### config.mk
export PLATFORM = sky130hd
export DESIGN_NAME = triangle_ctrl
export DESIGN_NICKNAME = d
export VERILOG_FILES = /design/src/rtl/triangle_ctrl_pkg.sv /design/src/rtl/triangle_ctrl_vertex_bounce.sv /design/src/rtl/triangle_ctrl.sv
export SDC_FILE = /design/constraint.sdc
export NUM_CORES = 1
export LEC_CHECK = 0
export CAP_MARGIN = 20
export CORE_ASPECT_RATIO = 1.1
export CORE_UTILIZATION = 47
export DETAILED_ROUTE_END_ITERATION = 6
export PLACE_DENSITY = 0.81
export SLEW_MARGIN = 20
export SYNTH_ARGS = -nofsm -noshare
export SYNTH_HDL_FRONTEND = slang
export SYNTH_SLANG_ARGS = --single-unit
### constraint.sdc
create_clock -name clk_pix -period 7.2 [get_ports clk_pix]
set_input_delay 1.44 -clock clk_pix [delete_from_list [all_inputs] [get_ports clk_pix]]
set_output_delay 1.44 -clock clk_pix [all_outputs]
set_load 0.03 [all_outputs]
### src/rtl/triangle_ctrl_pkg.sv
// Shared definitions for the triangle vertex controller: coordinate width,
// default raster geometry, reset triangle and FSM state encoding.
package triangle_ctrl_pkg;

   localparam int unsigned COORD_W         = 10;
   localparam int unsigned V_ACTIVE_DEF    = 480;
   localparam int unsigned XMAX_DEF        = 639;
   localparam int unsigned STEP_FRAMES_DEF = 2;

   typedef logic [COORD_W-1:0] coord_t;

   // Full vertex set as handed to the rasterizer.
   typedef struct packed {
      coord_t ax;
      coord_t ay;
      coord_t bx;
      coord_t by;
      coord_t cx;
      coord_t cy;
   } tri_t;

   localparam tri_t TRI_RESET = '{
      ax: COORD_W'(320), ay: COORD_W'(60),
      bx: COORD_W'(112), by: COORD_W'(420),
      cx: COORD_W'(528), cy: COORD_W'(420)
   };

   typedef enum logic [1:0] {
      ST_ACTIVE = 2'd0,
      ST_COMMIT = 2'd1,
      ST_BLANK  = 2'd2
   } state_e;

endpackage

### src/rtl/triangle_ctrl_vertex_bounce.sv
// One horizontal bounce step of the triangle's x coordinates.
// Ports: ax_i/bx_i/cx_i current x, dir_neg_i current direction (1 = moving left);
//        ax_o/bx_o/cx_o stepped x, dir_neg_o direction after the step.
module triangle_ctrl_vertex_bounce
   import triangle_ctrl_pkg::*;
#(
   parameter int unsigned XMAX = XMAX_DEF
) (
   input  logic [COORD_W-1:0] ax_i,
   input  logic [COORD_W-1:0] bx_i,
   input  logic [COORD_W-1:0] cx_i,
   input  logic               dir_neg_i,
   output logic [COORD_W-1:0] ax_o,
   output logic [COORD_W-1:0] bx_o,
   output logic [COORD_W-1:0] cx_o,
   output logic               dir_neg_o
);

   coord_t max_c;
   coord_t min_c;

   // Extent of the triangle decides when to reverse; the step uses the new direction.
   always_comb begin
      max_c = (ax_i > bx_i) ? ax_i : bx_i;
      max_c = (max_c > cx_i) ? max_c : cx_i;
      min_c = (ax_i < bx_i) ? ax_i : bx_i;
      min_c = (min_c < cx_i) ? min_c : cx_i;

      dir_neg_o = dir_neg_i;
      if (!dir_neg_i && (max_c >= COORD_W'(XMAX))) begin
         dir_neg_o = 1'b1;
      end else if (dir_neg_i && (min_c == '0)) begin
         dir_neg_o = 1'b0;
      end

      if (dir_neg_o) begin
         ax_o = ax_i - COORD_W'(1);
         bx_o = bx_i - COORD_W'(1);
         cx_o = cx_i - COORD_W'(1);
      end else begin
         ax_o = ax_i + COORD_W'(1);
         bx_o = bx_i + COORD_W'(1);
         cx_o = cx_i + COORD_W'(1);
      end
   end

endmodule

### src/rtl/triangle_ctrl.sv
// Frame-synchronous vertex controller: buffers one triangle command and commits
// it (or a bounce-animation step) at the first blanking line, so vertices are
// stable across the active region.
// Ports: clk_pix/resetn clock and async active-low reset; x/y scan position;
//        anim_en bounce enable; cmd_valid/cmd_ready + cmd_* command handshake;
//        ax..cy registered vertices; pending command buffered; commit update pulse.
module triangle_ctrl
   import triangle_ctrl_pkg::*;
#(
   parameter int unsigned V_ACTIVE    = V_ACTIVE_DEF,
   parameter int unsigned XMAX        = XMAX_DEF,
   parameter int unsigned STEP_FRAMES = STEP_FRAMES_DEF
) (
   input  logic               clk_pix,
   input  logic               resetn,
   input  logic [COORD_W-1:0] x,
   input  logic [COORD_W-1:0] y,
   input  logic               anim_en,
   input  logic               cmd_valid,
   output logic               cmd_ready,
   input  logic [COORD_W-1:0] cmd_ax,
   input  logic [COORD_W-1:0] cmd_ay,
   input  logic [COORD_W-1:0] cmd_bx,
   input  logic [COORD_W-1:0] cmd_by,
   input  logic [COORD_W-1:0] cmd_cx,
   input  logic [COORD_W-1:0] cmd_cy,
   output logic [COORD_W-1:0] ax,
   output logic [COORD_W-1:0] ay,
   output logic [COORD_W-1:0] bx,
   output logic [COORD_W-1:0] by,
   output logic [COORD_W-1:0] cx,
   output logic [COORD_W-1:0] cy,
   output logic               pending,
   output logic               commit
);

   localparam int unsigned CNT_W = (STEP_FRAMES > 1) ? $clog2(STEP_FRAMES) : 1;

   state_e           state_q, state_d;
   tri_t             vtx_q, vtx_d;
   tri_t             buf_q, buf_d;
   tri_t             cmd_c;
   logic             pend_q, pend_d;
   logic             ready_q, ready_d;
   logic             dir_neg_q, dir_neg_d;
   logic             commit_q, commit_d;
   logic [CNT_W-1:0] cnt_q, cnt_d;
   logic             fire_c;
   logic             at_origin_c;
   coord_t           ax_nx, bx_nx, cx_nx;
   logic             dir_neg_nx;

   assign cmd_c = '{ax: cmd_ax, ay: cmd_ay, bx: cmd_bx, by: cmd_by, cx: cmd_cx, cy: cmd_cy};

   assign at_origin_c = (x == '0) && (y == '0);
   assign fire_c      = (state_q == ST_ACTIVE) && (x == '0) && (y == COORD_W'(V_ACTIVE));

   triangle_ctrl_vertex_bounce #(
      .XMAX (XMAX)
   ) u_bounce (
      .ax_i      (vtx_q.ax),
      .bx_i      (vtx_q.bx),
      .cx_i      (vtx_q.cx),
      .dir_neg_i (dir_neg_q),
      .ax_o      (ax_nx),
      .bx_o      (bx_nx),
      .cx_o      (cx_nx),
      .dir_neg_o (dir_neg_nx)
   );

   // Next state: frame sequencing, commit actions and command capture.
   always_comb begin
      state_d   = state_q;
      vtx_d     = vtx_q;
      buf_d     = buf_q;
      pend_d    = pend_q;
      dir_neg_d = dir_neg_q;
      cnt_d     = cnt_q;
      commit_d  = 1'b0;

      case (state_q)
         ST_ACTIVE: if (fire_c) state_d = ST_COMMIT;
         ST_COMMIT: state_d = ST_BLANK;
         ST_BLANK:  if (at_origin_c) state_d = ST_ACTIVE;
         default:   state_d = ST_ACTIVE;
      endcase

      // Vertices change on the edge entering COMMIT, so commit_q and the new
      // values appear together; a buffered command pre-empts animation.
      if (fire_c) begin
         commit_d = 1'b1;
         if (pend_q) begin
            vtx_d     = buf_q;
            pend_d    = 1'b0;
            dir_neg_d = 1'b0;
            cnt_d     = '0;
         end else if (anim_en) begin
            if (cnt_q == CNT_W'(STEP_FRAMES - 1)) begin
               cnt_d     = '0;
               vtx_d.ax  = ax_nx;
               vtx_d.bx  = bx_nx;
               vtx_d.cx  = cx_nx;
               dir_neg_d = dir_neg_nx;
            end else begin
               cnt_d = cnt_q + CNT_W'(1);
            end
         end
      end

      // Capture only when empty; pending_q gates both this and the commit load.
      if (cmd_valid && !pend_q) begin
         buf_d  = cmd_c;
         pend_d = 1'b1;
      end

      ready_d = !pend_d;
   end

   always_ff @(posedge clk_pix or negedge resetn) begin
      if (!resetn) begin
         state_q   <= ST_ACTIVE;
         vtx_q     <= TRI_RESET;
         buf_q     <= '0;
         pend_q    <= 1'b0;
         ready_q   <= 1'b1;
         dir_neg_q <= 1'b0;
         cnt_q     <= '0;
         commit_q  <= 1'b0;
      end else begin
         state_q   <= state_d;
         vtx_q     <= vtx_d;
         buf_q     <= buf_d;
         pend_q    <= pend_d;
         ready_q   <= ready_d;
         dir_neg_q <= dir_neg_d;
         cnt_q     <= cnt_d;
         commit_q  <= commit_d;
      end
   end

   assign ax        = vtx_q.ax;
   assign ay        = vtx_q.ay;
   assign bx        = vtx_q.bx;
   assign by        = vtx_q.by;
   assign cx        = vtx_q.cx;
   assign cy        = vtx_q.cy;
   assign pending   = pend_q;
   assign cmd_ready = ready_q;
   assign commit    = commit_q;

endmodule

# == Word-level counts from Yosys, hierarchy flattened ==
# Index checks and enable logic that the tools add are counted.
# totals
register_bits,127
out_inout_bits,63
# classes
add_sub_neg,7
eq_ne,5
n_reduce_logical,19
magnitude_cmp,5
muxes,30
# op_table
cell,count
10-bit two-way mux,16
"10-bit by 1-bit adder with 10-bit output, second input constant",3
10-bit logical NOT,3
"10-bit by 1-bit subtractor with 10-bit output, second input constant",3
10-bit greater-than comparator,2
10-bit < comparator,2
1-bit two-way mux,11
"10-bit by 9-bit == test with 1-bit output, second input constant",1
"10-bit >= comparator, second input constant",1
1-bit logical AND,6
2-bit case mux with 3 select lines,1
2-bit AND reduction,3
2-bit two-way mux,2
"2-bit != test, second input constant",2
2-bit nonzero test,2
1-bit logical NOT,3
3-bit AND reduction,1
"2-bit by 1-bit == test with 1-bit output, second input constant",1
"2-bit == test, second input constant",1
2-bit logical NOT,1
"1-bit adder, second input constant",1

# == Logic depth before layout (Yosys ltp) ==
# depth
depth_word,12
depth_mapped,28
mapped_depth_nobuf,27

# == Cells and area by module ==
# From an unflattened synthesis, not the netlist that was laid out.
# hier_totals
hier_cells,630
area_unflattened_um2,7358.3
# modules_own_cells
module,instances,cells_per_inst,seq_area_each_um2,area_each_um2
triangle_ctrl,1,328,3203.1,5220.0
triangle_ctrl_vertex_bounce,1,302,0.0,2138.3

# == Least setup slack after synthesis ==
# No wires, ideal clock.
# synth_timing
kind,reg2reg
startpoint,"register vtx_q, in the netlist bx[4]"
endpoint,"register vtx_q, in the netlist bx[8]"
n_path_buf,1
arrival_time_ns,6.724
stages_incl_launch_ff,28
slack_ns,0.398
synth_period_minus_slack_ns,6.802
path_cell_list,dfstp_2 -> inv_1 -> ha_1 -> and3_1 -> o21ai_1 -> a31oi_1 -> o21ai_1 -> clkbuf_1 -> mux2_2 -> ha_1 -> a211oi_1 -> o211ai_1 -> o31ai_1 -> nor2_1 -> nor2_1 -> a2111oi_2 -> nor2_1 -> inv_1 -> fa_1 -> nor2b_1 -> o21ai_0 -> a21boi_0 -> o21ai_0 -> a21boi_0 -> o21a_1 -> nor3_1 -> o311a_1 -> a21oi_1
# synth_between
elab_chain_len,12
elab_cells_between_ends,20
cone_classes,add/sub (2); order compare (5); mux (10); reduce/logical (3)
# synth_rtl
element,line_no,rtl
from (decl),triangle_ctrl.sv:40,"tri_t vtx_q, vtx_d;"
from (signal assigned),triangle_ctrl.sv:131,vtx_q <= vtx_d;
branches (longest 8 deep; another with 10-bit greater-than comparator),-,
10-bit two-way mux (*),triangle_ctrl_vertex_bounce.sv:36,if (dir_neg_o) begin
10-bit two-way mux (*),triangle_ctrl.sv:98,if (cnt_q == CNT_W'(STEP_FRAMES - 1)) begin
10-bit two-way mux (*),triangle_ctrl.sv:97,end else if (anim_en) begin
10-bit two-way mux (*),triangle_ctrl.sv:92,if (pend_q) begin
# Every way passes the cells marked *. The select of a mux whose other input is x is not followed.
# A chain may end at the register's enable or synchronous reset.

# == Worst setup path in the final report ==
# layout_timing
startpoint,"register vtx_q, in the netlist bx[4]"
endpoint,"register vtx_q, in the netlist cx[9]"
# layout_between
elab_chain_len,12
elab_cells_between_ends,18
cone_classes,order compare (5); mux (10); reduce/logical (3)
# layout_rtl
element,line_no,rtl
branches (longest 7 deep; another with 10-bit greater-than comparator),-,
1-bit two-way mux (*),triangle_ctrl_vertex_bounce.sv:30,if (!dir_neg_i && (max_c >= COORD_W'(XMAX))) begin
10-bit two-way mux (*),triangle_ctrl_vertex_bounce.sv:36,
10-bit two-way mux (*),triangle_ctrl.sv:98,
10-bit two-way mux (*),triangle_ctrl.sv:97,
10-bit two-way mux (*),triangle_ctrl.sv:92,
# Marked as above.

==> metrics.cfg <==
[route]
drc_errors=0
drtIter0Drc=422
dr.pass1.iters=5
postRouteAntennaNets=0
via_per_inst=5.51
via_count=5624
drt_wl_total_um=17000
wl_per_cell_um=16.7

[clock_tree]
cts_resized=0
holdBufCountCts=0
cts.path.max_buffers=2
cts.sinks=127
cts_buffers=17
clkTransAtPathRegs_ps=60
postCtsSetupRepairBufs=0
cts_root_buf=clkbuf_16
cts_htree_levels=4
clk_latency_ps=410
cts_tree=built

[yosys]
synth-main-ff-cell=dfrtp_1
yosysMostFrequentCell=dfrtp_1
synthTopCellsByArea=dfrtp_1 (38%), mux2_2 (16%), ha_1 (9.4%)
synth.net_count=804
yosys_warnings=0
ys_types=44
synth_edf_count=0
yosysSeqAreaShare_pct=45.2
syn_area_mm2=0.00708
synthTopCellsByCount=dfrtp_1 (107), mux2_2 (98), ha_1 (53)
ys_ff_latch=127
syn_avg_cell_area_um2=10.7
synth_top_area_cell=dfrtp_1
synth_top_area_share_pct=37.8
async_flop_share_pct=100
synthCells=664

[layout]
fin_nets=955
regArea_mm2=0.00320
fillers=1144
area_growth_syn_to_layout_pct=32.6
drive_gt1_share_pct=20.2
antennaDiodeCount=0
multiInputGateArea_mm2=0.00364
final_cells=1020

[power]
leakagePower_nw=4.25
p_sw_mw=0.470
p_int_mw=1.55
p_comb_share_pct=11.4
clkPwrFrac_pct=43.4
power_density_mw_per_mm2=215
finalPower_mw=2.02
pwr-share-seq_pct=45.2
irDropWorstVdd_uv=239
swShare_pct=23.3

[critical_path]
crit_arrival_ps=6880
path_class=flip-flop to flip-flop
path_common_cell=ha_1
timing.reg2reg.setup_slack_ps=650
crit_path_end_kind=flip-flop
reg2reg_depth=26
cp_slowest_cell=dfstp_2
max_stage_delay_ps=580
critical_path_required_ps=7530
path_max_fanout=25
reg2reg_to=cx[9]
reg2reg_from=bx[4]
cp-start-kind=flip-flop

[timing]
final_hold_viol_count=0
period_needed_ps=6550
fmax_mhz=153
rsz0062_at_grt=no
relSlewSlack_pct=44.1
period_share_pct=91.0
drv_slew=0
fin_skew_ps=6.73
tns_ps=0
whs_ps=473
tightest_slew_ps=839
setup_ws_ps=652
setup-violations-final=0

[min_path]
hp-start=state_q[1]
hold_path.class=flip-flop to flip-flop
hold_end=state_q[1]
hold_path_depth=1

[die]
die_y_um=131
die-area_mm2=0.0156
pin_count=147
fp.dieW_um=119
start_util_pct=48.6
num_rows=46
core_area_mm2=0.0146

[placement]
dpl.hpwl_um=12500
dp.cells=987
gp_congestion=0.944
dpl_worst_slack_ps=775
io_buffers=146

[global_routing]
grt_antenna_before_repair=0
grt_pass1_vias=5566
grt_pass1_wl_um=28000
grt_start_max_net_pins=68
grt_util_all_layers_pct=23.1
grt-ovfl-total=0

[job]
cap_violations=0

[outcome]
outcome=finished, final reports clean

[state kept, by name (all words and copies together), names as in the netlist]
signal / count
buf_q: 60
ax: 10
ay: 10
bx: 10
by: 10
cx: 10
cy: 10
state_q: 2
cmd_ready: 1
cnt_q: 1
commit: 1
dir_neg_q: 1
pending: 1
[cell families after synthesis]
logic type	Yosys count	synth area share (%)
buffers and inverters	65	3.45
AO/OA/AOI/OAI	137	12.2
XOR/XNOR	9	1.11
flip-flops	127	45.2
multiplexers	102	16.2
adder cells (fa/ha/maj)	56	10.2
AND/OR/NAND/NOR	168	11.6
[worst max-delay path, delay by kind of cell, from the launching register on]
| kind | cells | cell delay, ps |
|---|---|---|
| buffers and inverters | 3 | 560 |
| adders and majority gates | 3 | 920 |
| AOI/OAI and AO/OA | 10 | 2370 |
| muxes | 1 | 290 |
| DFF | 1 | 580 |
| and+or+nand+nor | 9 | 1720 |
[per-stage QoR]
stage | area, um2 | utilization, %
floorplan | 7080 | -
global placement | 8770 | 60.2
detailed placement | 8770 | 60.2
CTS | 9380 | 64.4
global route | 9390 | 64.5
finish | 9390 | 64.5
[power groups by stage]
stage,sequential (mW),combinational [mW],clock [mW]
global placement,0.920,0.226,0
finish,0.913,0.231,0.876
CTS,0.915,0.235,0.895
detailed placement,0.927,0.235,0
floorplan,0.904,0.153,0
global route,0.931,0.256,0.922
[cells in the final DEF (no fill, tap or decap), types with 13 or more instances in the layout]
cell type | synthesis | routed
mux2_2 | 98 | 98
ha_1 | 53 | 53
a21oi_1 | 35 | 35
nor3_1 | 18 | 18
nand2_1 | 43 | 43
clkbuf_16 | 0 | 17
inv_1 | 38 | 38
buf_4 | 0 | 13
o21ai_0 | 35 | 35
dfstp_2 | 20 | 20
nor4_1 | 15 | 15
clkdlybuf4s50_1 | 0 | 145
nor2_1 | 42 | 42
dfrtp_1 | 107 | 106
a211oi_1 | 16 | 16
nand4_1 | 16 | 16
[worst max path at each step]
stage	endpoint	startpoint	slack (ps)	cells after the start
after CTS	cx[9]	bx[5]	720	26
after floorplan	bx[8]	bx[4]	400	27
after global placement	cx[9]	bx[5]	820	26
final	cx[9]	bx[4]	650	26
after global routing	bx[9]	bx[4]	190	26
after detailed placement	cx[9]	bx[4]	780	26
[final cells by class]
class	count	area share, %
clock buffers	17	4.53
clock inverters	15	1.96
inverters	39	1.56
multi-input cells	472	38.8
flip-flops and latches	127	34.1
well taps	192	2.56
repair buffers	158	16.5
[metal layers]
metal | global-route usage [%] | share of wire (%)
met4 | 7.74 | 1.7
met2 | 39.4 | 48
met5 | 0 | 0
met1 | 28.1 | 42
met3 | 7.03 | 7.7
Power figures use the tool's default switching activity.
